## config.mk

```make
export PLATFORM = sky130hd
export DESIGN_NAME = alu_pipe_muldiv
export DESIGN_NICKNAME = d
export VERILOG_FILES = /design/src/rtl/alu_pipe_muldiv_pkg.sv /design/src/rtl/alu_muldiv_iter.sv /design/src/rtl/alu_pipe_muldiv.sv
export SDC_FILE = /design/constraint.sdc
export NUM_CORES = 1
export LEC_CHECK = 0
export ABC_AREA = 1
export CORE_ASPECT_RATIO = 1.1
export CORE_MARGIN = 2
export CORE_UTILIZATION = 45
export CTS_CLUSTER_SIZE = 16
export DETAILED_ROUTE_END_ITERATION = 8
export PLACE_DENSITY = 0.76
export SLEW_MARGIN = 20
export SYNTH_ARGS = -nofsm -noshare
export SYNTH_HDL_FRONTEND = slang
export SYNTH_SLANG_ARGS = --single-unit
```

## constraint.sdc

```tcl
create_clock -name i_clk -period 3.2 [get_ports i_clk]
set_input_delay 0.48 -clock i_clk [delete_from_list [all_inputs] [get_ports i_clk]]
set_output_delay 0.48 -clock i_clk [all_outputs]
set_load 0.02 [all_outputs]
```

## src/rtl/alu_pipe_muldiv_pkg.sv

```systemverilog
// Shared opcode header for the pipelined ALU: opcode encodings, i_extra bit
// meanings and the multi-cycle FSM state encodings.
package alu_pipe_muldiv_pkg;

    localparam logic [3:0] OP_ADD   = 4'h0;
    localparam logic [3:0] OP_SUB   = 4'h1;
    localparam logic [3:0] OP_AND   = 4'h2;
    localparam logic [3:0] OP_OR    = 4'h3;
    localparam logic [3:0] OP_SHIFT = 4'h4;
    localparam logic [3:0] OP_MOVE  = 4'h5;
    localparam logic [3:0] OP_LOAD  = 4'h6;
    localparam logic [3:0] OP_STORE = 4'h7;
    localparam logic [3:0] OP_JUMP  = 4'h8;
    localparam logic [3:0] OP_LOADC = 4'h9;
    localparam logic [3:0] OP_MUL   = 4'hA;
    localparam logic [3:0] OP_DIV   = 4'hB;

    // Bit positions within i_extra
    localparam int unsigned EXTRA_CONST      = 0;
    localparam int unsigned SHIFT_LEFT       = 0;
    localparam int unsigned SHIFT_FROM_CONST = 1;
    localparam int unsigned SEL_HIGH_REM     = 1;

    localparam logic [1:0] ST_IDLE    = 2'd0;
    localparam logic [1:0] ST_MUL_RUN = 2'd1;
    localparam logic [1:0] ST_DIV_RUN = 2'd2;

    function automatic logic is_multicycle(input logic [3:0] op);
        return (op == OP_MUL) || (op == OP_DIV);
    endfunction

endpackage

```

## src/rtl/alu_muldiv_iter.sv

```systemverilog
// Iterative unsigned multiply (shift-add) / divide (restoring) engine.
// One iteration per cycle, WIDTH iterations; done flags the final iteration.
module alu_muldiv_iter #(
    parameter int unsigned WIDTH = 16
) (
    input  logic             clk,
    input  logic             reset,
    input  logic             start,
    input  logic             is_div,
    input  logic [WIDTH-1:0] op_a,
    input  logic [WIDTH-1:0] op_b,
    output logic             done,
    output logic [WIDTH-1:0] res_hi,
    output logic [WIDTH-1:0] res_lo,
    output logic             divisor_zero
);

    localparam int unsigned CW = $clog2(WIDTH);
    localparam logic [CW-1:0] LAST_STEP = CW'(WIDTH - 1);

    logic             busy;
    logic             div_mode;
    logic [CW-1:0]    step;
    logic [WIDTH-1:0] acc;    // MUL: product high half, DIV: partial remainder
    logic [WIDTH-1:0] shreg;  // MUL: multiplier -> product low, DIV: dividend -> quotient
    logic [WIDTH-1:0] opnd;   // multiplicand or divisor

    logic [WIDTH:0]   mul_sum;
    logic [WIDTH:0]   div_shift;
    logic             div_ge;
    logic [WIDTH-1:0] div_diff;
    logic [WIDTH-1:0] nxt_hi;
    logic [WIDTH-1:0] nxt_lo;

    always_comb begin
        mul_sum   = {1'b0, acc} + (shreg[0] ? {1'b0, opnd} : '0);
        div_shift = {acc, shreg[WIDTH-1]};
        div_ge    = div_shift >= {1'b0, opnd};
        div_diff  = div_shift[WIDTH-1:0] - opnd;
        if (div_mode) begin
            nxt_hi = div_ge ? div_diff : div_shift[WIDTH-1:0];
            nxt_lo = {shreg[WIDTH-2:0], div_ge};
        end else begin
            nxt_hi = mul_sum[WIDTH:1];
            nxt_lo = {mul_sum[0], shreg[WIDTH-1:1]};
        end
    end

    // Results are presented combinationally during the last iteration so the
    // owner can register them on the same edge the engine finishes.
    assign done         = busy && (step == LAST_STEP);
    assign res_hi       = nxt_hi;
    assign res_lo       = nxt_lo;
    assign divisor_zero = (opnd == '0);

    always_ff @(posedge clk) begin
        if (reset) begin
            busy     <= 1'b0;
            div_mode <= 1'b0;
            step     <= '0;
            acc      <= '0;
            shreg    <= '0;
            opnd     <= '0;
        end else if (start) begin
            busy     <= 1'b1;
            div_mode <= is_div;
            step     <= '0;
            acc      <= '0;
            shreg    <= op_a;
            opnd     <= op_b;
        end else if (busy) begin
            acc   <= nxt_hi;
            shreg <= nxt_lo;
            step  <= step + CW'(1);
            if (step == LAST_STEP) begin
                busy <= 1'b0;
            end
        end
    end

endmodule

```

## src/rtl/alu_pipe_muldiv.sv

```systemverilog
// Registered ALU with valid/ready handshake, status flags and iterative
// unsigned MUL/DIV; single-cycle ops issue back-to-back.
module alu_pipe_muldiv
    import alu_pipe_muldiv_pkg::*;
#(
    parameter int unsigned WIDTH       = 16,
    parameter int unsigned CONST_WIDTH = 8
) (
    input  logic                   i_clk,
    input  logic                   i_reset,
    input  logic                   i_valid,
    output logic                   o_ready,
    input  logic [3:0]             i_opcode,
    input  logic [1:0]             i_extra,
    input  logic [WIDTH-1:0]       i_data1,
    input  logic [WIDTH-1:0]       i_data2,
    input  logic [CONST_WIDTH-1:0] i_const,
    output logic                   o_valid,
    output logic [WIDTH-1:0]       o_data,
    output logic                   o_carry,
    output logic                   o_zero,
    output logic                   o_neg,
    output logic                   o_div0
);

    localparam logic [WIDTH-1:0] SHIFT_LIMIT = WIDTH'(WIDTH);

    logic [1:0]       state;
    logic             sel_high;
    logic             accept;
    logic [WIDTH-1:0] const_ext;
    logic [WIDTH-1:0] op2;
    logic [WIDTH-1:0] shamt;

    logic [WIDTH:0]   add_sum;
    logic [WIDTH:0]   shl_wide;
    logic [WIDTH:0]   shr_wide;
    logic [WIDTH-1:0] sc_data;
    logic             sc_carry;

    logic             eng_start;
    logic             eng_done;
    logic             eng_div0;
    logic [WIDTH-1:0] eng_hi;
    logic [WIDTH-1:0] eng_lo;

    logic             wr_en;
    logic [WIDTH-1:0] wr_data;
    logic             wr_carry;
    logic             wr_div0_en;

    assign o_ready   = (state == ST_IDLE);
    assign accept    = i_valid && o_ready;
    assign const_ext = WIDTH'(i_const);
    assign op2       = i_extra[EXTRA_CONST] ? const_ext : i_data2;
    assign shamt     = i_extra[SHIFT_FROM_CONST] ? const_ext : i_data2;
    assign eng_start = accept && is_multicycle(i_opcode);

    alu_muldiv_iter #(
        .WIDTH(WIDTH)
    ) u_iter (
        .clk         (i_clk),
        .reset       (i_reset),
        .start       (eng_start),
        .is_div      (i_opcode == OP_DIV),
        .op_a        (i_data1),
        .op_b        (op2),
        .done        (eng_done),
        .res_hi      (eng_hi),
        .res_lo      (eng_lo),
        .divisor_zero(eng_div0)
    );

    // One extra guard bit on each shifter holds the last bit shifted out.
    always_comb begin
        add_sum  = {1'b0, i_data1} + {1'b0, op2};
        shl_wide = {1'b0, i_data1} << shamt;
        shr_wide = {i_data1, 1'b0} >> shamt;
        sc_data  = '0;
        sc_carry = 1'b0;
        case (i_opcode)
            OP_ADD: {sc_carry, sc_data} = add_sum;
            OP_SUB: begin
                sc_data  = i_data1 - op2;
                sc_carry = i_data1 < op2;
            end
            OP_AND:  sc_data = i_data1 & op2;
            OP_OR:   sc_data = i_data1 | op2;
            OP_MOVE: sc_data = i_data1;
            OP_SHIFT: begin
                if (shamt <= SHIFT_LIMIT) begin
                    if (i_extra[SHIFT_LEFT]) begin
                        sc_data  = shl_wide[WIDTH-1:0];
                        sc_carry = shl_wide[WIDTH];
                    end else begin
                        sc_data  = shr_wide[WIDTH:1];
                        sc_carry = shr_wide[0];
                    end
                end
            end
            OP_LOAD, OP_STORE, OP_JUMP, OP_LOADC: begin
                sc_data  = '0;
                sc_carry = 1'b0;
            end
            default: begin
                sc_data  = '0;
                sc_carry = 1'b0;
            end
        endcase
    end

    always_comb begin
        wr_en      = 1'b0;
        wr_data    = sc_data;
        wr_carry   = sc_carry;
        wr_div0_en = 1'b0;
        case (state)
            ST_IDLE: wr_en = accept && !is_multicycle(i_opcode);
            ST_MUL_RUN: begin
                wr_en    = eng_done;
                wr_data  = sel_high ? eng_hi : eng_lo;
                wr_carry = !sel_high && (eng_hi != '0);
            end
            ST_DIV_RUN: begin
                wr_en      = eng_done;
                wr_data    = sel_high ? eng_hi : eng_lo;
                wr_carry   = 1'b0;
                wr_div0_en = eng_done;
            end
            default: wr_en = 1'b0;
        endcase
    end

    always_ff @(posedge i_clk) begin
        if (i_reset) begin
            state    <= ST_IDLE;
            sel_high <= 1'b0;
            o_valid  <= 1'b0;
            o_data   <= '0;
            o_carry  <= 1'b0;
            o_zero   <= 1'b0;
            o_neg    <= 1'b0;
            o_div0   <= 1'b0;
        end else begin
            o_valid <= wr_en;
            if (wr_en) begin
                o_data  <= wr_data;
                o_carry <= wr_carry;
                o_zero  <= (wr_data == '0);
                o_neg   <= wr_data[WIDTH-1];
            end
            if (wr_div0_en) begin
                o_div0 <= eng_div0;
            end
            case (state)
                ST_IDLE: begin
                    if (eng_start) begin
                        state    <= (i_opcode == OP_DIV) ? ST_DIV_RUN : ST_MUL_RUN;
                        sel_high <= i_extra[SEL_HIGH_REM];
                    end
                end
                ST_MUL_RUN, ST_DIV_RUN: begin
                    if (eng_done) begin
                        state <= ST_IDLE;
                    end
                end
                default: state <= ST_IDLE;
            endcase
        end
    end

endmodule

```

Yosys cells after proc, flatten, opt, wreduce, memory -nomap -nowiden
Cells that the tools add are included.
{"block": "classes", "muxes": 26, "n_mul": 0, "shift": 2, "reduce_logical": 18, "order_cmp": 3, "n_eq_ne": 12, "addsub": 5, "n_bitwise": 2, "div_mod_pow": 0}
{"op": "16-bit two-way mux", "count": 12}
{"op": "16-bit one-hot mux with 6 select lines", "count": 1}
{"op": "16-bit logical NOT", "count": 2}
{"op": "16-bit subtractor", "count": 2}
{"op": "16-bit by 16-bit adder with 17-bit output", "count": 1}
{"op": "16-bit by 17-bit adder with 17-bit output", "count": 1}
{"op": "17-bit by 16-bit greater-or-equal comparator with 1-bit output", "count": 1}
{"op": "16-bit by 16-bit left shift with 17-bit output", "count": 1}
{"op": "17-bit by 16-bit right shift with 17-bit output", "count": 1}
{"op": "16-bit AND", "count": 1}
{"op": "16-bit by 5-bit <= comparator with 1-bit output (second input constant)", "count": 1}
{"op": "16-bit less-than comparator", "count": 1}
{"op": "16-bit bitwise OR", "count": 1}
{"op": "16-bit nonzero test", "count": 1}
{"op": "4-bit equality test (second input constant)", "count": 3}
{"op": "4-bit by 2-bit equality test with 1-bit output (second input constant)", "count": 2}
{"op": "4-bit by 3-bit equality test with 1-bit output (second input constant)", "count": 2}
{"op": "1-bit two-way mux", "count": 6}
{"op": "2-bit two-way mux", "count": 3}
{"op": "1-bit logical AND", "count": 5}
{"op": "4-bit by 1-bit adder with 4-bit output (second input constant)", "count": 1}
{"op": "4-bit by 1-bit equality test with 1-bit output (second input constant)", "count": 1}
{"op": "4-bit logical NOT", "count": 1}
{"op": "2-bit by 1-bit inequality test with 1-bit output (second input constant)", "count": 2}
{"op": "other kinds (11)", "count": 15}
{"block": "word_totals", "elab_cells": 82, "ramBits": 0, "input_bits": 49, "out_inout_bits": 22, "latchBits": 0, "register_bits": 78, "memories": 0, "rom_bits": 0}

Longest topological paths before layout
Gate-level depths: netlist of the first run.
{"block": "logic_depth", "depth_word": 7, "mapped_depth": 26, "depth_no_buf": 24}

Cells and area by module
A second synthesis of the first run with hierarchy kept.
{"block": "hier_totals", "hier_cells": 1897, "area_unflattened_um2": 10546.4}
{"module": "alu_pipe_muldiv", "instances": 1, "cells_each": 1091, "seq_area_each_um2": 460.4, "area_each_um2": 5785.5}
{"module": "alu_muldiv_iter", "instances": 1, "cells_each": 806, "seq_area_each_um2": 1081.0, "area_each_um2": 4760.8}

Worst setup path before layout of the first run
Ideal clock, no wire load.
{"block": "synth_timing", "kind": "input to register", "start": "input i_extra[0]", "end": "register o_zero", "path_slack_ns": -0.290, "arrival_ns": 3.419, "path_buffers": 3, "setup_time_ns": 0.071, "path_stages": 22, "required_time_ns": 3.129, "cell_sequence": "clkbuf_1 -> buf_2 -> buf_1 -> nand2_1 -> o21ai_0 -> inv_1 -> ha_1 -> fa_1 -> o21ai_1 -> a21oi_1 -> o21bai_1 -> a21oi_1 -> o21ai_0 -> nand2_1 -> nand3b_1 -> nand2_1 -> nand2_1 -> nor2_1 -> nand2_1 -> nor2_1 -> nand3_1 -> a21oi_1"}
{"block": "synth_via", "elab_chain_len": 5, "word_cells_on_any_way": 10, "cone_classes": "add/sub: 2; mux: 5; bitwise: 2; reduce/logical: 1"}
{"item": "from (decl)", "line": "alu_pipe_muldiv.sv:14", "source": "input logic [1:0] i_extra,"}
{"item": "16-bit two-way mux (*)", "line": "alu_pipe_muldiv.sv:55", "source": "assign op2 = i_extra[EXTRA_CONST] ? const_ext : i_data2;"}
{"item": "named net op2[0]", "line": "alu_pipe_muldiv.sv:32", "source": "logic [WIDTH-1:0] op2;"}
{"item": "16-bit subtractor (tied with other cells)", "line": "alu_pipe_muldiv.sv:84", "source": "sc_data = i_data1 - op2;"}
{"item": "16-bit one-hot mux with 6 select lines (*)", "line": "alu_pipe_muldiv.sv:81", "source": "case (i_opcode)"}
{"item": "16-bit two-way mux (*)"}
{"item": "16-bit logical NOT (*)", "line": "alu_pipe_muldiv.sv:149", "source": "o_zero <= (wr_data == '0);"}
{"item": "to (signal assigned)", "line": "alu_pipe_muldiv.sv:149"}
{"item": "to (decl)", "line": "alu_pipe_muldiv.sv:21", "source": "output logic o_zero,"}
Mark *: on every way through the listed nets, which the timed path passes. The rest lies on a longest branch.
A chain may end at the register's enable or synchronous reset.

Worst setup path in the final report of the first run
Same ends and word-level chain as after synthesis.

==> impl_metrics.toml, run 1 <==
[floorplan]
initial_core_util = 0.459
coreArea_sq_um = 22100
rows = 57
die_height_microns = 162
die_w_microns = 147
dieArea_sq_um = 23800
ios = 71

[clocking]
cts_buffers = 9
clk_pin_slew_ps = 70
clk_latency_ps = 350
root_buffer = "clkbuf_16"
cts_tree = "yes"
clockBufferDepth = 2
clock-sinks = 77
htree_levels = 3

[yosys]
synthesis.area_sq_um = 10200
syn_inst = 1778
synth.yosys.seq_area_share = 0.152
ys.flop_type = "dfxtp_1"
async_flop_share = 0
synth_cell_types = 58
synth_seq_cells = 77
syn_nets = 1916
synth_edf_count = 0
syn_area_per_cell_sq_um = 5.71
synth_warnings = 0

[flow_run]
cap_violations = 0

[timing]
rsz0062_at_grt = "true"
finalSetupTns_ps = 0
worstMarginPinSlew_ps = 863
hold_viol = 0
skew_ps = 15.3
slew_violations = 0
period_share = 0.954
max_slew_margin = 0.424
final-setup-viol-count = 0
fmaxAchievable_ghz = 0.327
min_period_ps = 3050

[critical_path]
crit_fanout = 6
crit_required_ps = 3490
crit_type = "in2reg"
crit_arrival_ps = 3340
start_kind = "input port"
endpoint_kind = "flip-flop"

[power_and_ir_drop]
vdd_drop_max_mv = 0.204
p_comb_frac = 0.538
power.density_nw_per_um2 = 320
p_int_mw = 2.53
power_frac_seq = 0.236
leakagePower_nw = 7.42
switchingPower_mw = 1.98
swShare = 0.439
clkPwrFrac = 0.226

[finish]
antenna_cells = 0
area_growth_pct = 38.7
fin_area_sq_um = 14100
final_layout_size_suffix_gt1_frac = 0.231
final_cell_mix = "nand2_1 (452), buf_4 (275), inv_1 (224), nand3_1 (193), nor2_1 (155)"
nets = 2210
final_common_cell = "nand2_1"

[place]
gp_congestion = 1.04
dp_hpwl_mm = 38.4
placed_area_sq_um = 13100
io_buffers = 70

[min_path]
min_path_type = "reg2reg"

[routing]
drt-initial-drc-count = 1076
first_pass_iters = 7
drc = 0
avgViaCountPerCell = 5.63
vias = 13400
ant_nets = 0
finalWirelength_mm = 47.9
routedWlPerCell_microns = 20.2

[global_routing]
grt_pass1_vias = 12800
antenna_found_initial = 0
gr-usage-all-layers = 0.391
grt_pass1_wl_mm = 71.7
grt_overflow = 0
grt_max_degree = 41

[run_status]
status = "completed"
-- critical path, stage by stage --
cell and delay, ps:
buf_2 240, buf_4 200, nand2_1 70, o21ai_2 70, inv_2 80, ha_4 170
fa_2 440, o21ai_4 180, buf_4 140, a21oi_1 50, o21ai_0 100, buf_4 160
nand2_1 60, a21oi_2 170, nand2_1 80, nand2_1 60, nand3_1 90, nor2_1 100
nand2_1 60, nor2_1 80, nand3_1 110, a21oi_2 150
-- power groups by stage --
| stage | Combinational, mW | Clock (mW) | Sequential [mW] |
|---|---|---|---|
| floorplan | 1.14 | 0 | 1.10 |
| global placement | 2.08 | 0 | 1.08 |
| detailed placement | 2.09 | 0 | 1.08 |
| CTS | 2.11 | 1.02 | 1.06 |
| global route | 2.60 | 1.06 | 1.07 |
| finish | 2.43 | 1.02 | 1.06 |
-- kinds of logic (layout without fill, tap and decap cells) --
family / count (synthesis) / count (layout) / synth area share
compound gates: 363 / 363 / 0.205
simple gates: 904 / 906 / 0.380
fa+ha+maj: 89 / 89 / 0.113
mux: 5 / 5 / 0.00493
xor+xnor: 18 / 18 / 0.0155
flops: 77 / 77 / 0.152
buf+inv: 322 / 619 / 0.130
-- worst paths after layout --
check,startpoint,endpoint,slack [ps],depth (start not counted)
hold / removal,u_iter.step[1],u_iter.step[1],490,2
setup / recovery,i_extra[0],o_zero,150,22
hold reg to reg,u_iter.step[1],u_iter.step[1],490,2
setup reg to reg,u_iter.opnd[4],o_zero,200,20
-- metrics by stage --
stage / hold slack, ps / total power [mW] / worst slack [ps] / instances / utilization
after global routing: 509 / 4.73 / -70.0 / 2372 / 0.637
final: 492 / 4.51 / 146 / 2372 / 0.637
after floorplan: 458 / 2.24 / 28.2 / 1778 / -
after detailed placement: 482 / 3.17 / -867 / 2350 / 0.590
after global placement: 469 / 3.16 / -786 / 2350 / 0.590
after CTS: 492 / 4.19 / 3.64 / 2368 / 0.605
-- routing by layer --
metal | vias to the layer above | GRT usage | share of wire
met3 | 195 | 0.0576 | 0.063
met1 | 6169 | 0.452 | 0.38
li1 | 6435 | - | -
met5 | - | 0 | 0
met2 | 564 | 0.670 | 0.47
met4 | 0 | 0.260 | 0.081
-- cells in the mapped netlist (6+ instances only) --
cell type / count / area (sq um)
xor2_1: 10 / 87.6
nand3_1: 210 / 1050
o22ai_1: 17 / 106
xnor2_1: 8 / 70.1
o21ai_0: 128 / 641
inv_1: 233 / 875
buf_6: 7 / 78.8
o21bai_1: 6 / 45.0
o21ai_1: 12 / 60.1
or2_2: 9 / 56.3
a31oi_1: 8 / 50.1
buf_4: 7 / 52.6
a21oi_1: 133 / 666
nand2_1: 466 / 1750
a21o_1: 11 / 82.6
o211ai_1: 7 / 52.6
nand4_1: 17 / 106
o221ai_1: 10 / 87.6
nor2_1: 161 / 604
ha_1: 85 / 1060
buf_2: 19 / 95.1
inv_2: 11 / 41.3
nor3_1: 9 / 45.0
nand3_2: 7 / 70.1
buf_1: 7 / 26.3
dfxtp_1: 77 / 1540
clkbuf_1: 35 / 131
-- what timing repair did --
item / 4_1_cts / 5_1_grt
hold buffers: 0 / 0
gates resized for setup: 10 / 173
pin swaps: 1 / 35
cloned: 0 / 3
endpoints found under the hold margin: 0 / 0
endpoints found under the setup margin: 15 / 17
setup buffers: 2 / 3
-- cell type report --
type / instances / area, sq um
clock inverters: 7 / 63.8
flip-flops and latches: 77 / 1550
fillers: 2145 / 8020
inverters: 246 / 925
multi-input cells: 1381 / 7960
well taps: 295 / 369
clock buffers: 9 / 225
repair buffers: 357 / 2990
-- flip-flops by register name (all words and copies together) (netlist names) --
register	flops
o_carry	1
o_data	16
o_div0	1
o_valid	1
o_zero	1
sel_high	1
state	2
u_iter.acc	16
u_iter.busy	1
u_iter.div_mode	1
u_iter.opnd	16
u_iter.shreg	16
u_iter.step	4
(Power assumes the default switching activity.)
==> run 2, diff against run 1 <==
--- a/config.mk
+++ b/config.mk
@@ -11,7 +11,7 @@
 export CORE_UTILIZATION = 45
 export CTS_CLUSTER_SIZE = 16
 export DETAILED_ROUTE_END_ITERATION = 8
-export PLACE_DENSITY = 0.76
+export PLACE_DENSITY = 0.74
 export SLEW_MARGIN = 20
 export SYNTH_ARGS = -nofsm -noshare
 export SYNTH_HDL_FRONTEND = slang
==> constraint.sdc (replaced) <==
create_clock -name i_clk -period 2.9 [get_ports i_clk]
set_input_delay 0.435 -clock i_clk [delete_from_list [all_inputs] [get_ports i_clk]]
set_output_delay 0.435 -clock i_clk [all_outputs]
set_load 0.02 [all_outputs]
==> run 2 against run 1 <==
- cell count increased by 4.1%
- clock skew decreased by 7.8 ps
- largest cell class unchanged
- first-iteration DRC count increased by 38%
- combinational power increased by 31%
- critical path depth decreased by 6
- the flow now finishes with violations (design-rule violations, negative setup slack)
- non-clock buffer count increased by 97
- clock power increased by 19%
- sequential power increased by 10%
- register-to-register slack got worse by 290 ps
- setup slack got worse by 240 ps
==> impl_metrics.toml, run 2 (synthesized netlist as in run 1, its figures left out) <==
[run_status]
status = "finished with violations"
failed_checks = "design-rule violations, negative setup slack"

[min_path]
holdPathStages = 2
hp-start = "o_zero"
min_to = "o_zero"
min_path_type = "reg2reg"

[global_routing]
antenna_found_initial = 0
grt_max_degree = 25
gr-usage-all-layers = 0.396
grt_overflow = 0
grt_pass1_wl_mm = 73.3
grt_pass1_vias = 13600

[critical_path]
cp_slowest_cell = "dfxtp_1"
r2r_start = "u_iter.acc[9]"
crit_required_ps = 3150
crit_fanout = 5
crit_arrival_ps = 3240
ff2ff_setup_slack_ps = -90
crit_type = "reg2reg"
worstPathCellList = "ha_4 > a21oi_4 > o21ai_0 > a21oi_2 > nand2_4 > buf_12 > a21oi_4 > o21ai_0 > a21boi_1 > nand4_1 > nor2_4 > nand2_2 > nand4_1 > nand3_2 > nand2_2 > inv_1"
rr_endpoint = "o_carry"
start_kind = "flip-flop"
endpoint_kind = "flip-flop"
cpPeakStageDelay_ps = 440
timing.reg2reg.worst_path_depth = 16

[clocking]
cts_buffers = 9
cts_tree = "yes"
root_buffer = "clkbuf_16"
clockBufferDepth = 2
clock-sinks = 77
clk_latency_ps = 350
clk_pin_slew_ps = 60
cts_hold_buf = 0
htree_levels = 3

[routing]
first_pass_iters = 9
avgViaCountPerCell = 5.82
vias = 14400
drt-initial-drc-count = 1483
ant_nets = 0
routedWlPerCell_microns = 20.5
drc = 1
finalWirelength_mm = 50.7

[timing]
final-setup-viol-count = 3
min_period_ps = 2990
worstMarginPinSlew_ps = 851
hold_viol = 0
whs_ps = 488
period_share = 1.03
fin_ws_ps = -92.5
fmaxAchievable_ghz = 0.334
skew_ps = 7.53
slew_violations = 0
max_slew_margin = 0.430
rsz0062_at_grt = "true"

[finish]
final_common_cell = "nand2_1"
final_layout_size_suffix_gt1_frac = 0.349
antenna_cells = 0
area_growth_pct = 57.2
final_cell_mix = "nand2_1 (410), buf_4 (354), inv_1 (191), nand3_1 (178), nor2_1 (137)"
nets = 2307
fin_area_sq_um = 16000
instances_no_fill = 2469
fill_cells = 1791

[place]
placed_area_sq_um = 13500
io_buffers = 70
gp_congestion = 1.08
preCtsSetupSlack_ps = -1050
dp_hpwl_mm = 37.5
dp.cells = 2400

[floorplan]
die_height_microns = 162
rows = 57
initial_core_util = 0.459
coreArea_sq_um = 22100
dieArea_sq_um = 23800
die_w_microns = 147
ios = 71

[power_and_ir_drop]
power.density_nw_per_um2 = 349
leakagePower_nw = 8.26
total_power_mw = 5.56
vdd_drop_max_mv = 0.281

[flow_run]
cap_violations = 0
[run 2: changes by cell type in the layout (fill, tap and decap cells not counted), moves of 28 or more]
cell,before,now
ha_1,65,33
ha_4,10,44
buf_4,275,354
inv_2,20,48
clkdlybuf4s50_1,64,32
inv_1,224,191
nand2_2,14,53
nand2_1,452,410
[run 2: worst max-delay path by stage]
| stage | endpoint | depth (start not counted) | start |
|---|---|---|---|
| final | o_carry | 16 | u_iter.acc[9] |
| after global routing | o_zero | 23 | i_data2[15] |
| after CTS | o_carry | 20 | u_iter.shreg[0] |
| after detailed placement | o_zero | 21 | i_extra[0] |
| after global placement | o_zero | 21 | i_extra[0] |
| after floorplan | o_zero | 23 | i_extra[0] |
[run 2: repair_timing]
action                                  4_1_cts  5_1_grt
endpoints found under the setup margin       16       18
cloned                                        1        2
resized for setup                           159      310
pin swaps                                    63      131
setup buffers                                29       25
[run 2: where the power goes]
group	total (mW)	switching (mW)	internal (mW)
clock network	1.21	0.473	0.740
registers	1.17	0.0525	1.12
logic	3.18	1.79	1.39
[run 2: layer usage]
layer | global-route usage | wire, microns | up-vias
met5 | 0 | 0 | -
met4 | 0.281 | 4950 | 0
met2 | 0.661 | 22700 | 875
met3 | 0.0678 | 4600 | 305
met1 | 0.459 | 18400 | 6580
li1 | - | - | 6620
[run 2: final cells by class]
| class | count | area (sq um) | area share |
|---|---|---|---|
| clock inverter | 4 | 53.8 | 0.00337 |
| sequential | 77 | 1570 | 0.0983 |
| clock buffer | 12 | 267 | 0.0167 |
| timing repair buffer | 454 | 3850 | 0.241 |
| multi-input combinational | 1381 | 8910 | 0.558 |
| tap | 295 | 369 | 0.0231 |
| inverter | 246 | 938 | 0.0588 |
[run 2: stage by stage]
step           TNS (ps)   util
2_1_floorplan     -31.9      -
3_3_place_gp     -11810  0.610
3_5_place_dp     -12460  0.610
4_1_cts               0  0.661
5_1_grt            -422  0.722
6_report           -190  0.722
[run 2: critical path: cells and delay by family, from the launching register on]
kind                       cells  cell delay (ps)
AOI/OAI and AO/OA              6             1150
adders and majority gates      1              260
and+or+nand+nor                7              860
DFF                            1              440
buffers and inverters          2              180
